==> src/rtl/ivs_dma_pkg.sv <==
// Shared constants and FSM encodings for the DMA core front end.
// Beats are 128 bits wide; bursts are INCR and must not cross a 4 KB line.
package ivs_dma_pkg;

  localparam int BEAT_BYTES     = 16;
  localparam int BEAT_SHIFT     = 4;
  localparam int BOUNDARY_BEATS = 256;

  localparam logic [2:0] AXI_SIZE_16B   = 3'b100;
  localparam logic [1:0] AXI_BURST_INCR = 2'b01;

  typedef enum logic [0:0] {
    ST_IDLE  = 1'b0,
    ST_ISSUE = 1'b1
  } burst_state_t;

endpackage

==> src/rtl/ivs_dma_burst_calc.sv <==
// Sizes the next burst: the smallest of remaining beats, the max burst length
// and the beats left before the next 4 KB line.
module ivs_dma_burst_calc
  import ivs_dma_pkg::*;
#(
  parameter int REM_W     = 21,
  parameter int MAX_BEATS = 64
) (
  input  logic [7:0]       line_beat,
  input  logic [REM_W-1:0] rem,
  output logic [8:0]       n,
  output logic             last
);

  localparam logic [8:0] MAX_B = 9'(MAX_BEATS);

  logic [8:0] to_bnd_s;
  logic [8:0] cap_s;

  // Burst length is the tightest of the three limits; last when the remainder fits.
  always_comb begin
    to_bnd_s = 9'(BOUNDARY_BEATS) - {1'b0, line_beat};
    if (to_bnd_s < MAX_B) begin
      cap_s = to_bnd_s;
    end else begin
      cap_s = MAX_B;
    end
    if (rem <= REM_W'(cap_s)) begin
      n    = rem[8:0];
      last = 1'b1;
    end else begin
      n    = cap_s;
      last = 1'b0;
    end
  end

endmodule

==> src/rtl/ivs_dma_burst_gen.sv <==
// Splits a linear transfer command into 4 KB-safe INCR bursts of 128-bit beats,
// one burst per cycle under valid/ready backpressure, with a done pulse at the end.
module ivs_dma_burst_gen
  import ivs_dma_pkg::*;
#(
  parameter int ADDR_W    = 32,
  parameter int BYTES_W   = 24,
  parameter int ID_W      = 4,
  parameter int LEN_W     = 6,
  parameter int MAX_BEATS = 64
) (
  input  logic              aclk,
  input  logic              arst,
  input  logic              cmd_valid,
  output logic              cmd_ready,
  input  logic [ADDR_W-1:0] cmd_addr,
  input  logic [BYTES_W-1:0] cmd_bytes,
  input  logic [ID_W-1:0]   cmd_id,
  output logic              bst_valid,
  input  logic              bst_ready,
  output logic [ADDR_W-1:0] bst_addr,
  output logic [LEN_W-1:0]  bst_len,
  output logic [ID_W-1:0]   bst_id,
  output logic              bst_last,
  output logic              cmd_done
);

  localparam int REM_W = BYTES_W - 3;

  burst_state_t      state_r;
  logic [REM_W-1:0]  rem_r;
  logic [8:0]        n_r;
  logic [ADDR_W-1:0] nxt_addr_s;
  logic [REM_W-1:0]  nxt_rem_s;
  logic [REM_W-1:0]  cmd_beats_s;
  logic [8:0]        n_s;
  logic              last_s;
  logic              unused_low_bits_s;

  assign cmd_beats_s       = REM_W'(cmd_bytes[BYTES_W-1:BEAT_SHIFT]);
  assign unused_low_bits_s = ^{cmd_addr[BEAT_SHIFT-1:0], cmd_bytes[BEAT_SHIFT-1:0]};
  assign cmd_ready         = (state_r == ST_IDLE) && !arst;

  // Candidate start of the next burst: a fresh command in IDLE, else the advance past the current one.
  always_comb begin
    nxt_addr_s = bst_addr;
    nxt_rem_s  = rem_r;
    if (state_r == ST_IDLE) begin
      nxt_addr_s = {cmd_addr[ADDR_W-1:BEAT_SHIFT], 4'b0000};
      nxt_rem_s  = cmd_beats_s;
    end else begin
      nxt_addr_s = bst_addr + ADDR_W'({n_r, 4'b0000});
      nxt_rem_s  = rem_r - REM_W'(n_r);
    end
  end

  ivs_dma_burst_calc #(
    .REM_W    (REM_W),
    .MAX_BEATS(MAX_BEATS)
  ) u_calc (
    .line_beat(nxt_addr_s[11:4]),
    .rem      (nxt_rem_s),
    .n        (n_s),
    .last     (last_s)
  );

  // Command/burst FSM; all burst fields are registered and held until accepted.
  always_ff @(posedge aclk) begin
    if (arst) begin
      state_r   <= ST_IDLE;
      rem_r     <= '0;
      n_r       <= 9'd0;
      bst_valid <= 1'b0;
      bst_addr  <= '0;
      bst_len   <= '0;
      bst_id    <= '0;
      bst_last  <= 1'b0;
      cmd_done  <= 1'b0;
    end else begin
      cmd_done <= 1'b0;
      case (state_r)
        ST_IDLE: begin
          if (cmd_valid && cmd_ready) begin
            bst_id <= cmd_id;
            if (cmd_beats_s == '0) begin
              cmd_done <= 1'b1;
            end else begin
              state_r   <= ST_ISSUE;
              bst_valid <= 1'b1;
              bst_addr  <= nxt_addr_s;
              bst_len   <= LEN_W'(n_s - 9'd1);
              bst_last  <= last_s;
              n_r       <= n_s;
              rem_r     <= nxt_rem_s;
            end
          end
        end
        ST_ISSUE: begin
          if (bst_ready) begin
            if (bst_last) begin
              state_r   <= ST_IDLE;
              bst_valid <= 1'b0;
              cmd_done  <= 1'b1;
            end else begin
              bst_addr <= nxt_addr_s;
              bst_len  <= LEN_W'(n_s - 9'd1);
              bst_last <= last_s;
              n_r      <= n_s;
              rem_r    <= nxt_rem_s;
            end
          end
        end
        default: begin
          state_r   <= ST_IDLE;
          bst_valid <= 1'b0;
        end
      endcase
    end
  end

endmodule

==> config.mk <==
export PLATFORM = sky130hd
export DESIGN_NAME = ivs_dma_burst_gen
export DESIGN_NICKNAME = d
export VERILOG_FILES = /design/src/rtl/ivs_dma_pkg.sv /design/src/rtl/ivs_dma_burst_calc.sv /design/src/rtl/ivs_dma_burst_gen.sv
export SDC_FILE = /design/constraint.sdc
export NUM_CORES = 1
export LEC_CHECK = 0
export BUFFER_PORTS_ARGS = -buffer_cell sky130_fd_sc_hd__buf_2
export CAP_MARGIN = 10
export CELL_PAD_IN_SITES_DETAIL_PLACEMENT = 0
export CELL_PAD_IN_SITES_GLOBAL_PLACEMENT = 2
export CORE_MARGIN = 10
export CORE_UTILIZATION = 32
export DETAILED_ROUTE_END_ITERATION = 7
export PLACE_DENSITY_LB_ADDON = 0.1
export SLEW_MARGIN = 20
export SYNTH_ARGS = -nofsm -noshare
export SYNTH_HDL_FRONTEND = slang
export SYNTH_SLANG_ARGS = --single-unit
==> constraint.sdc <==
create_clock -name aclk -period 7.5 [get_ports aclk]
set_clock_uncertainty 0.2 [all_clocks]
set_input_delay 0.375 -clock aclk [delete_from_list [all_inputs] [get_ports aclk]]
set_output_delay 0.375 -clock aclk [all_outputs]
set_load 0.1 [all_outputs]
==> qor.txt, run 1 <==
Most frequent CP cell -> ha_1
Vias per cell -> 5.44
# placed instances -> 993
Syn Area/Cell -> 7.66 µm²
Full die area -> 22500 µm²
Psw -> 632 µW
Die Ht -> 150 µm
Pwr Density -> 240 nW/µm²
CTS Buf Count -> 9
Cell count of the worst reg-to-reg path -> 25
Clk sinks -> 72
Synth Area in XOR/XNOR -> 3.73%
Final instance area -> 6390 µm²
M3 GR Usage -> 3.56%
Mapped cell area -> 5410 µm²
Worst Hold Path Cells -> 3
Sequential power share -> 29.3%
Main flop type after synthesis -> dfxtp_1
Fmax -> 0.150 GHz
Top-Level Pins -> 110
Initial DRC count -> 264
Slew @ Worst Pin -> 0.955 ns
Post-synth EDFFs -> 0
RSZ-0062 raised after global routing -> false
Max-slew violations -> 0
First-pass GRT wire length -> 29700 µm
# DRC -> 0
Setup Fix Bufs, Post-CTS -> 0
Final hold vios -> 0
Util after Layout -> 38.6%
Min-delay worst type -> in -> reg
Hold buffer count at cts -> 0
DR WL/cell -> 18.5 µm
Setup TNS -> 0 ns
Largest family of logic cells by synthesized area -> compound AO/OA/AOI/OAI gates
H-tree depth -> 3
Seq/Total Area, Yosys -> 26.7%
Mux share of post-synthesis cell area -> 4.95%
Number of global-route vias before repair -> 5495
Detailed Routing Iterations Pass 1 -> 4
Yosys cell types -> 79
Most frequent cells after synthesis -> nor2_1, dfxtp_1, nand2_1
Worst r2r dst -> bst_len[4]
GP Congestion -> 0.848
Cell count after synthesis -> 706
Vias -> 5494
DP Worst Slack -> 0.868 ns
R2R Setup Slk -> 0.85 ns
Top post-synthesis cells by area -> dfxtp_1, ha_1, nor2_1, a21oi_1, nand2_1
Hold Path Sink -> bst_id[1]
Clock Path Buffers -> 2
Chip width -> 150 µm
Sw Ratio -> 41.3%
GR Overflow Total -> 0
Max incr delay on CP -> 0.54 ns
Status -> finished clean
Filler cells -> 1809
Endpoint type of the worst setup path -> register
Worst endpoint required time -> 7.51 ns
Clk_lat worst skew -> 0.35 ns
CP arrival -> 6.66 ns
R2R Path Start -> n_r[0]
Largest net degree at the start of global routing -> 64
Final net count -> 879
Fin cells -> 1009
# rows -> 47
Leading area contributor after synthesis -> dfxtp_1
Ys Warns -> 0
TritonCTS clock tree -> built
Setup Crit Path Kind -> reg -> reg
Clk pwr share -> 31.7%
Ant. Diodes -> 0
Synth top area share -> 26.7%
CTS root buf -> clkbuf_16
Final setup viols -> 0
Max cap viols -> 0
Combinational share of power -> 39.1%
Starting Density -> 32.6%
Post-CTS Resized -> 0
Port bufs -> 97
Simple-gate share of the synthesized area -> 24.5%
Setup crit start kind -> register
HP Start -> cmd_id[1]
Placed instance area -> 6070 µm²
Compound-Gate Fraction of Synth Area -> 26.5%
Asr flop ratio synth -> 0%
Total track usage -> 16.4%
Slew headroom -> 34.7%
Dpl hpwl -> 13900 µm
Crit path time final -> 6.65 ns
Post-Synth Adder-Cell Area -> 7.45%
Share of layout cells above drive strength 1 -> 19.4%
PnR worst setup slack -> 0.850 ns
Antenna viol nets, final -> 0
GR Util met2 -> 26.2%
Lkg Pwr -> 0.00257 µW
Final wirelength -> 18700 µm
Most crowded layer after global routing -> met2
VDD IR max -> 0.119 mV
Clock-pin slew on the worst setup and hold paths -> 0.06 ns
Seq cells post-synth -> 72
Area grow syn2layout -> 18.3%
Internal power -> 900 µW
Crit Path Max Fanout -> 9
Slowest-stage cell, CP -> or4_1
Most frequent cell after synthesis -> nor2_1
Initial antenna violation count -> 0
Core Region -> 16600 µm²
Routing usage on met1 -> 21.8%
Final worst-path cycle share -> 88.7%
## logic make-up after synthesis
kind of cell / after synthesis
AO/OA/AOI/OAI: 204
XOR/XNOR: 23
adder cells (fa/ha/maj): 31
buffers and inverters: 79
flip-flops: 72
multiplexers: 26
other: 2
AND/OR/NAND/NOR: 269
## worst max-delay path by stage
stage / startpoint / to / slack (ns) / depth (start not counted)
floorplan: bst_addr[4] / bst_len[4] / 1.08 / 25
global placement: n_r[0] / bst_len[4] / 0.98 / 25
detailed placement: n_r[0] / bst_len[4] / 0.87 / 25
CTS: n_r[0] / bst_len[4] / 0.86 / 25
global route: n_r[0] / bst_len[4] / 0.42 / 25
finish: n_r[0] / bst_len[4] / 0.85 / 25
## sequential cells by signal, indices dropped and copies added, names as in the netlist
| register | count |
|---|---|
| bst_addr | 28 |
| rem_r | 21 |
| n_r | 9 |
| bst_len | 6 |
| bst_id | 4 |
| bst_last | 1 |
| bst_valid | 1 |
| cmd_done | 1 |
| state_r | 1 |
## cell usage in the layout, fill, tap and decap left out, drive strengths merged, types with 8 or more instances in the layout
cell type | netlist | layout
a211oi | 34 | 34
a21oi | 59 | 59
and3 | 8 | 8
buf | 13 | 106
clkbuf | 30 | 11
dfxtp | 72 | 72
ha | 29 | 29
inv | 36 | 36
mux2i | 20 | 20
nand2 | 73 | 73
nand3 | 21 | 21
nand4 | 8 | 8
nor2 | 81 | 81
nor3 | 19 | 19
nor4 | 13 | 13
o211ai | 8 | 8
o21a | 9 | 9
o21ai | 27 | 27
o31ai | 9 | 9
or4 | 9 | 9
xnor2 | 18 | 18
## per-stage QoR
stage          total power (µW)  hold WS (ns)
2_1_floorplan               921         0.236
3_3_place_gp               1050         0.245
3_5_place_dp               1050         0.258
4_1_cts                    1540        0.0590
5_1_grt                    1620        0.0929
6_report                   1530        0.0689
## layer usage
| layer | wire length, µm | up-vias |
|---|---|---|
| li1 | - | 2739 |
| met3 | 963 | 21 |
| met5 | 0 | - |
| met4 | 270 | 0 |
| met1 | 8950 | 2607 |
| met2 | 8510 | 127 |
## cell type report
cell class | instances | area (µm²) | share of cell area (%)
clock buffers | 11 | 243 | 3.80
inverters | 36 | 135 | 2.11
clock inverters | 5 | 80.1 | 1.25
flip-flops and latches | 72 | 1440 | 22.6
well taps | 220 | 275 | 4.30
repair buffers | 106 | 553 | 8.65
multi-input cells | 559 | 3670 | 57.3
## worst max-delay path: cells and delay by family, from the launching register on
| kind | cells | cell delay [ns] |
|---|---|---|
| adders and majority gates | 5 | 1.43 |
| xor gates and xnor gates | 1 | 0.16 |
| DFF | 1 | 0.38 |
| and+or+nand+nor | 8 | 1.81 |
| buffers and inverters | 1 | 0.07 |
| AOI/OAI and AO/OA | 8 | 1.76 |
| muxes | 2 | 0.72 |
## power by group through the flow
stage	Clock, µW	Combinational, µW	Sequential, µW
3_5_place_dp	0	597	457
3_3_place_gp	0	595	456
4_1_cts	494	600	448
2_1_floorplan	0	344	577
6_report	485	599	448
5_1_grt	510	654	453
Power figures use the tool's default switching activity.
==> inputs of run 2 (changes only) <==
--- a/config.mk
+++ b/config.mk
@@ -5,7 +5,7 @@
 export SDC_FILE = /design/constraint.sdc
 export NUM_CORES = 1
 export LEC_CHECK = 0
-export BUFFER_PORTS_ARGS = -buffer_cell sky130_fd_sc_hd__buf_2
+export BUFFER_PORTS_ARGS = -buffer_cell sky130_fd_sc_hd__buf_4
 export CAP_MARGIN = 10
 export CELL_PAD_IN_SITES_DETAIL_PLACEMENT = 0
 export CELL_PAD_IN_SITES_GLOBAL_PLACEMENT = 2
==> run 2 against run 1 <==
Sequential share of layout area fell by 0.80 points. Combinational power rose by 3%. First-iteration DRC count rose by 34%. Design area rose by 3.7%. Via count fell by 0.60%. Die area did not move. Wire length rose by 0.11%. Non-clock buffer count did not move. Critical path depth did not move. Critical endpoint unchanged. Largest cell class unchanged.
==> qor.txt, run 2 (same netlist as run 1, synthesis figures left out) <==
Status -> finished clean
Clk pwr share -> 30.4%
Top Registers -> bst_addr x28, rem_r x21, n_r x9
Cell count of the worst reg-to-reg path -> 25
Endpoint type of the worst setup path -> register
Largest net degree at the start of global routing -> 67
Vias -> 5461
Clock Path Buffers -> 2
First-pass GRT wire length -> 29600 µm
DR WL/cell -> 18.5 µm
Top-Level Pins -> 110
Final net count -> 879
Psw -> 635 µW
Initial antenna violation count -> 0
Antenna viol nets, final -> 0
Chip width -> 150 µm
Crit Path Max Fanout -> 9
Max cap viols -> 0
CTS Buf Count -> 9
CTS root buf -> clkbuf_16
VDD IR max -> 0.107 mV
Total track usage -> 16.5%
Slew headroom -> 33.6%
Post-CTS Resized -> 0
Number of global-route vias before repair -> 5394
TritonCTS clock tree -> built
Setup crit start kind -> register
Sequential power share -> 29.3%
Crit path time final -> 6.63 ns
Detailed Routing Iterations Pass 1 -> 5
Final wirelength -> 18700 µm
H-tree depth -> 3
Register with the most flip-flops -> bst_addr
Pwr Density -> 231 nW/µm²
GR Overflow Total -> 0
Commonest non-fill, non-tap cell in the layout -> buf_4
Area grow syn2layout -> 22.7%
Port bufs -> 97
Die Ht -> 150 µm
Max-slew violations -> 0
Slew @ Worst Pin -> 0.971 ns
# DRC -> 0
Most frequent cells in the layout -> buf_4, nor2_1, nand2_1
Final hold vios -> 0
Internal power -> 896 µW
Final worst-path cycle share -> 88.4%
Core Region -> 16600 µm²
Initial DRC count -> 355
Dpl hpwl -> 13900 µm
# rows -> 47
Clk sinks -> 72
Filler cells -> 1760
Largest register FFs -> 28
Share of layout cells above drive strength 1 -> 19.5%
RSZ-0062 raised after global routing -> false
Sw Ratio -> 41.4%
Ant. Diodes -> 0
Setup Fix Bufs, Post-CTS -> 0
Hold buffer count at cts -> 0
GP Congestion -> 0.848
Clk_lat worst skew -> 0.35 ns
Worst Hold Path Cells -> 3
Vias per cell -> 5.41
Final setup viols -> 0
Lkg Pwr -> 0.00263 µW
Setup TNS -> 0 ns
Starting Density -> 32.6%
Fmax -> 0.151 GHz
Util after Layout -> 40.0%
Combinational share of power -> 40.3%
Min-delay worst type -> in -> reg
Setup Crit Path Kind -> reg -> reg
Clock-pin slew on the worst setup and hold paths -> 0.06 ns
Full die area -> 22500 µm²
Worst endpoint required time -> 7.51 ns
CP arrival -> 6.64 ns
## run 2: routing by layer
metal	share of wire [%]	up-vias	global-route usage (%)
li1	-	2746	-
met1	47	2589	21.6
met2	47	112	26.8
met3	4.9	14	2.84
met4	1.3	0	5.39
met5	0	-	0
## run 2: power groups by stage
stage,clock network (µW),logic (µW),registers (µW)
2_1_floorplan,0,344,577
3_3_place_gp,0,615,455
3_5_place_dp,0,618,456
4_1_cts,477,620,448
5_1_grt,494,672,453
6_report,466,617,448
## run 2: final timing paths
path                                 from    endpoint  slack (ns)
worst max-delay path               n_r[0]  bst_len[4]        0.87
worst min-delay path            cmd_id[0]   bst_id[0]        0.07
worst max register to register     n_r[0]  bst_len[4]        0.87
worst min register to register   rem_r[2]    rem_r[2]        0.27
## run 2: area by class of cell
class | count | area, µm² | share of cell area, %
sequential | 72 | 1440 | 21.8
multi-input combinational | 559 | 3670 | 55.3
tap | 220 | 275 | 4.15
clock buffer | 11 | 253 | 3.81
timing repair buffer | 106 | 796 | 12.0
clock inverter | 5 | 63.8 | 0.962
inverter | 36 | 135 | 2.04
## run 2: through the flow
step / instance area [µm²] / setup slack (ns) / instances / power, µW / hold slack, ns
global route: 6630 / 0.471 / 1009 / 1620 / 0.0966
finish: 6630 / 0.870 / 1009 / 1530 / 0.0695
CTS: 6630 / 0.867 / 1009 / 1550 / 0.0625
floorplan: 5420 / 1.08 / 710 / 921 / 0.236
global placement: 6310 / 0.960 / 993 / 1070 / 0.245
detailed placement: 6310 / 0.900 / 993 / 1070 / 0.255
## run 2: critical path, stage by stage, from the launching register on
cell       delay, ns
dfxtp_1         0.39
ha_1            0.21
fa_1            0.42
mux2i_1         0.27
ha_1            0.24
o211ai_1        0.11
or3_1           0.40
or4_1           0.53
a21oi_2         0.38
nand2_1         0.17
ha_1            0.33
nor2b_1         0.14
o31ai_1         0.19
a211oi_1        0.10
o32ai_1         0.18
o211ai_1        0.23
a2111oi_4       0.44
nand3_2         0.29
mux2i_1         0.45
ha_1            0.22
inv_1           0.08
nor2_1          0.10
nand2_1         0.09
xnor2_1         0.16
nand3_1         0.08
o311ai_1        0.09
